$ cat config.mk
export PLATFORM = sky130hd
export DESIGN_NAME = tank_level_ctrl
export DESIGN_NICKNAME = d
export VERILOG_FILES = /design/src/rtl/tank_pkg.sv /design/src/rtl/tank_level_ctrl_debounce.sv /design/src/rtl/tank_level_ctrl.sv
export SDC_FILE = /design/constraint.sdc
export NUM_CORES = 1
export LEC_CHECK = 0
export BUFFER_PORTS_ARGS = -buffer_cell sky130_fd_sc_hd__buf_4
export CORE_MARGIN = 2
export CORE_UTILIZATION = 50
export CTS_CLUSTER_SIZE = 25
export DETAILED_ROUTE_END_ITERATION = 16
export GPL_TIMING_DRIVEN = 0
export PLACE_DENSITY_LB_ADDON = 0.12
export REMOVE_ABC_BUFFERS = 1
export SLEW_MARGIN = 5
export SYNTH_ARGS = -nofsm -noshare
export SYNTH_HDL_FRONTEND = slang
export SYNTH_SLANG_ARGS = --single-unit
$ cat constraint.sdc
create_clock -name clk_2 -period 3.2 [get_ports clk_2]
set_clock_uncertainty 0.2 [all_clocks]
set_input_delay 0.32 -clock clk_2 [delete_from_list [all_inputs] [get_ports clk_2]]
set_output_delay 0.32 -clock clk_2 [all_outputs]
set_load 0.03 [all_outputs]
$ cat src/rtl/tank_pkg.sv
// tank_pkg: shared FSM state type and level-decoding helpers for the tank controller
package tank_pkg;

    typedef enum logic [1:0] {
        IDLE    = 2'd0,
        FILLING = 2'd1,
        FULL    = 2'd2,
        FAULT   = 2'd3
    } tank_state_t;

    // A zero-extended thermometer code 0..01..1 has no bit set in common with itself plus one
    function automatic logic is_thermo(input logic [31:0] v);
        return ((v + 32'd1) & v) == 32'd0;
    endfunction

    function automatic logic [5:0] popcount(input logic [31:0] v);
        logic [5:0] c;
        c = '0;
        for (int i = 0; i < 32; i++) c = c + 6'(v[i]);
        return c;
    endfunction

endpackage

$ cat src/rtl/tank_level_ctrl_debounce.sv
// level_debounce: samples raw sensors and only passes a value on after it has been stable long enough
module level_debounce #(
    parameter int NSENS    = 4,
    parameter int DEBOUNCE = 3
) (
    input  logic             clk_2,
    input  logic             reset,
    input  logic [NSENS-1:0] lvl,
    output logic [NSENS-1:0] lvl_db
);

    localparam int SW = (DEBOUNCE > 1) ? $clog2(DEBOUNCE) : 1;
    localparam logic [SW-1:0] STAB_MAX = SW'(DEBOUNCE - 1);

    logic [NSENS-1:0] lvl_q, lvl_d, db_q, db_d;
    logic [SW-1:0]    stab_q, stab_d;
    logic             same;

    // Stability counter restarts on any change and saturates once the value is trusted
    always_comb begin
        same   = lvl == lvl_q;
        lvl_d  = lvl;
        stab_d = !same ? '0 : (stab_q == STAB_MAX ? stab_q : stab_q + SW'(1));
        db_d   = (same && stab_q == STAB_MAX) ? lvl_q : db_q;
    end

    // Sample, count and debounced-value registers
    always_ff @(posedge clk_2) begin
        if (reset) begin
            lvl_q  <= '0;
            stab_q <= '0;
            db_q   <= '0;
        end else begin
            lvl_q  <= lvl_d;
            stab_q <= stab_d;
            db_q   <= db_d;
        end
    end

    assign lvl_db = db_q;

endmodule

$ cat src/rtl/tank_level_ctrl.sv
// tank_level_ctrl: debounced level sensing, hysteretic pump FSM, fill watchdog and latched fault
module tank_level_ctrl
    import tank_pkg::*;
#(
    parameter int NSENS        = 4,
    parameter int DEBOUNCE     = 3,
    parameter int FILL_TIMEOUT = 8,
    parameter int LOW_MARK     = 1,
    parameter int LW           = $clog2(NSENS + 1)
) (
    input  logic          clk_2,
    input  logic          reset,
    input  logic [NSENS-1:0] lvl,
    input  logic          ack,
    output logic          pump_on,
    output logic          empty,
    output logic          full,
    output logic          fault,
    output logic [LW-1:0] level,
    output logic [1:0]    state_o
);

    localparam int TW = $clog2(FILL_TIMEOUT + 1);
    localparam logic [LW-1:0] FULL_LVL = LW'(NSENS);
    localparam logic [LW-1:0] LOW_LVL  = LW'(LOW_MARK);
    localparam logic [TW-1:0] TO_MAX   = TW'(FILL_TIMEOUT - 1);

    logic [NSENS-1:0] lvl_db;
    logic             valid;
    tank_state_t      state_q, state_d;
    logic [TW-1:0]    to_cnt_q, to_cnt_d;
    logic [LW-1:0]    prev_q;

    level_debounce #(.NSENS(NSENS), .DEBOUNCE(DEBOUNCE)) u_db (
        .clk_2  (clk_2),
        .reset  (reset),
        .lvl    (lvl),
        .lvl_db (lvl_db)
    );

    assign valid = is_thermo(32'(lvl_db));
    assign level = LW'(popcount(32'(lvl_db)));

    // Next state: inconsistent sensors trump everything, a full tank beats a timeout
    always_comb begin
        state_d  = state_q;
        to_cnt_d = to_cnt_q;
        if (state_q != FAULT && !valid) begin
            state_d = FAULT;
        end else begin
            case (state_q)
                IDLE: begin
                    if (level == FULL_LVL) state_d = FULL;
                    else if (level <= LOW_LVL) begin
                        state_d  = FILLING;
                        to_cnt_d = '0;
                    end
                end
                FILLING: begin
                    if (level == FULL_LVL) state_d = FULL;
                    else if (level > prev_q) to_cnt_d = '0;
                    else begin
                        to_cnt_d = to_cnt_q + TW'(1);
                        if (to_cnt_q == TO_MAX) state_d = FAULT;
                    end
                end
                FULL: begin
                    if (level <= LOW_LVL) begin
                        state_d  = FILLING;
                        to_cnt_d = '0;
                    end else if (level < FULL_LVL) state_d = IDLE;
                end
                FAULT: state_d = (ack && valid) ? IDLE : FAULT;
            endcase
        end
    end

    // State, watchdog and previous-level registers
    always_ff @(posedge clk_2) begin
        if (reset) begin
            state_q  <= IDLE;
            to_cnt_q <= '0;
            prev_q   <= '0;
        end else begin
            state_q  <= state_d;
            to_cnt_q <= to_cnt_d;
            prev_q   <= level;
        end
    end

    assign pump_on = state_q == FILLING;
    assign fault   = state_q == FAULT;
    assign empty   = level == '0;
    assign full    = level == FULL_LVL;
    assign state_o = state_q;

endmodule

==> results.yml <==
status:
  status: "complete, no violations"
power_and_ir_drop:
  ir_drop_uv: 222
  p_per_area_nw_per_um2: 318
  p_leak_nw: 0.580
  total_power_mw: 0.427
finish:
  nets: 163
  fillerInstances: 183
  syn2layout_area_growth_pct: 22.0
  n_antenna_cell: 0
  final_cells: 173
  drive_above_1_share_pct: 27.6
timing:
  report.final.slew_viol_count: 0
  finalHoldWorstSlack_ns: 0.0531
  fin_tns_setup_ns: 0
  max_freq_mhz: 328
  worst_slew_pin_slew_ns: 0.507
  hold_viol_final: 0
  setup_violations: 0
  fin_crit_sh_pct: 95.3
  slew_headroom_pct: 65.9
  fin_crit_ns: 3.05
  post-route-worst-setup-slack_ns: 0.149
worst_setup_path:
  crit_type: "reg -> reg"
  start_kind: "flip-flop"
  crit_path_start: "u_db.lvl_db[3]$_SDFFE_PP0P_"
  path_max_fanout: 7
  r2r_cells: 11
  r2r-start: "u_db.lvl_db[3]$_SDFFE_PP0P_"
  arrival_ns: 3.08
  cp_cell_sequence: "fa_1 > ha_4 > inv_1 > ha_4 > ha_1 > nor2b_1 > o211ai_1 > o211ai_2 > buf_4 > a21o_1 > a31oi_1"
  worst_path_most_repeated_cell: "ha_4"
  worst_ep_required_time_ns: 3.22
  worst_path_max_delay_cell: "fa_1"
  cpPeakStageDelay_ns: 0.58
  end_kind: "flip-flop"
clock_network:
  htreeDepth: 1
  numCtsBuffers: 3
  cts_tree: "built"
  clkSinkCount: 19
  clockRootBuffer: "clkbuf_4"
  clock_path_buffers: 2
  ctsHoldBuffers: 0
  clk-insertion-delay-late_ns: 0.29
  clkTransAtPathRegs_ns: 0.10
synth:
  synthTopCellsByArea: "dfxtp_1 34%, ha_1 10%, nor2b_1 4.0%"
  synth.distinct_cells: 39
  syn_area_per_cell_um2: 8.90
  netlist.area_leader.share_pct: 34.5
  ys.flop_type: "dfxtp_1"
  synthTopCellsByCount: "19 x dfxtp_1, 11 x inv_1, 10 x nand2_1, 9 x ha_1"
  synth_area_leader_cell: "dfxtp_1"
  yosysMostFrequentCell: "dfxtp_1"
  synth_edf_count: 0
  syn_inst: 124
  synth.cell_area_um2: 1100
  ys_async_sr_fraction_pct: 0
  yosysSeqAreaShare_pct: 34.5
  ys_warn_count: 0
  synth-seq-cells: 19
job:
  maxCapViolations: 0
placed_design:
  hpwl_um: 1490
  portBuffers: 15
  place_congestion: 0.763
  dp.cells: 164
  pre_cts_ws_ns: -0.108
drt:
  dr.pass1.iters: 4
  ant_nets: 0
  viasPerCell: 5.39
  drt_iter0_markers: 13
  wl_um: 2130
  wl_per_cell_um: 12.3
  drc: 0
  via_count: 932
global_routing:
  grt_max_degree: 19
  overflow: 0
  antenna_found_initial: 0
  gr-usage-all-layers_pct: 17.8
  grt_pass1_wl_um: 3510
  grt_pass1_vias: 857
floorplan:
  dieArea_um2: 2600
  die_y_um: 51.0
  pin_count: 16
  die_w_um: 51.0
  placementRows: 17
  start_util_pct: 51.4
  core_area_um2: 2150
min_path:
  worstHoldStart: "lvl[0]"
  hp-class: "in -> reg"
  hold_depth: 2
[layout make-up]
cell class	count	area (um^2)	area share, %
clock buffer	4	26.3	1.95
inverter	11	41.3	3.07
multi-input combinational	91	707	52.5
sequential	19	387	28.7
tap	28	35.0	2.60
timing repair buffer	20	150	11.2
[repair_timing]
action | CTS | global route
pin swaps | 1 | 5
gates resized for setup | 2 | 8
gates cloned | 0 | 0
buffers inserted | 1 | 4
endpoints found under the setup margin | 4 | 5
[metrics by stage]
step	utilization, %	cell area (um^2)
2_1_floorplan	-	1090
3_3_place_gp	57.7	1240
3_5_place_dp	57.7	1240
4_1_cts	59.9	1290
5_1_grt	62.7	1350
6_report	62.7	1350
[cell usage in the layout (no fill, tap or decap), types with 4 or more instances in the layout]
master / instances
nor2b_1: 7
dfxtp_1: 16
inv_1: 11
ha_1: 7
a21oi_1: 8
xor2_1: 5
nand2_1: 10
buf_4: 20
nor3_1: 4
nor2_1: 8
nand3_1: 7
[metal layers]
metal  up-vias  share of wire [%]  global-route usage (%)
met5         -                  0                       0
met4         0               0.56                    6.76
met3         2                3.3                    3.51
met2        15                 49                    30.7
met1       439                 47                    21.7
li1        476                  -                       -
[path summary, 6_finish.rpt]
path,to,slack [ns]
max reg2reg,state_o[1]$_SDFFE_PP0P_,0.15
min,u_db.lvl_q[0]$_SDFF_PP0_,0.05
min reg2reg,u_db.lvl_db[3]$_SDFFE_PP0P_,0.30
max,state_o[1]$_SDFFE_PP0P_,0.15
[sequential cells by signal (all words and copies together) (netlist names)]
| signal | cells |
|---|---|
| u_db.lvl_q | 4 |
| to_cnt_q | 4 |
| u_db.lvl_db | 4 |
| prev_q | 3 |
| u_db.stab_q | 2 |
| state_o | 2 |
[cells by family after synthesis]
family / Yosys count / share of synthesized area, %
buffers and inverters: 14 / 4.76
DFF: 19 / 34.5
xor gates and xnor gates: 5 / 3.97
AOI/OAI and AO/OA: 26 / 18.6
and+or+nand+nor: 50 / 26.2
adders and majority gates: 10 / 12.0
[critical path: cells and delay by family (launching register included)]
family          cells  cell delay [ns]
buf+inv             2             0.24
compound gates      4             0.71
fa+ha+maj           4             1.31
simple gates        1             0.16
flops               1             0.37
[where the power goes]
group	internal, mW	switching (mW)
Sequential	0.242	0.00686
Combinational	0.0261	0.0333
Clock	0.0484	0.0705
Total	0.317	0.111
(Power assumes the default switching activity.)
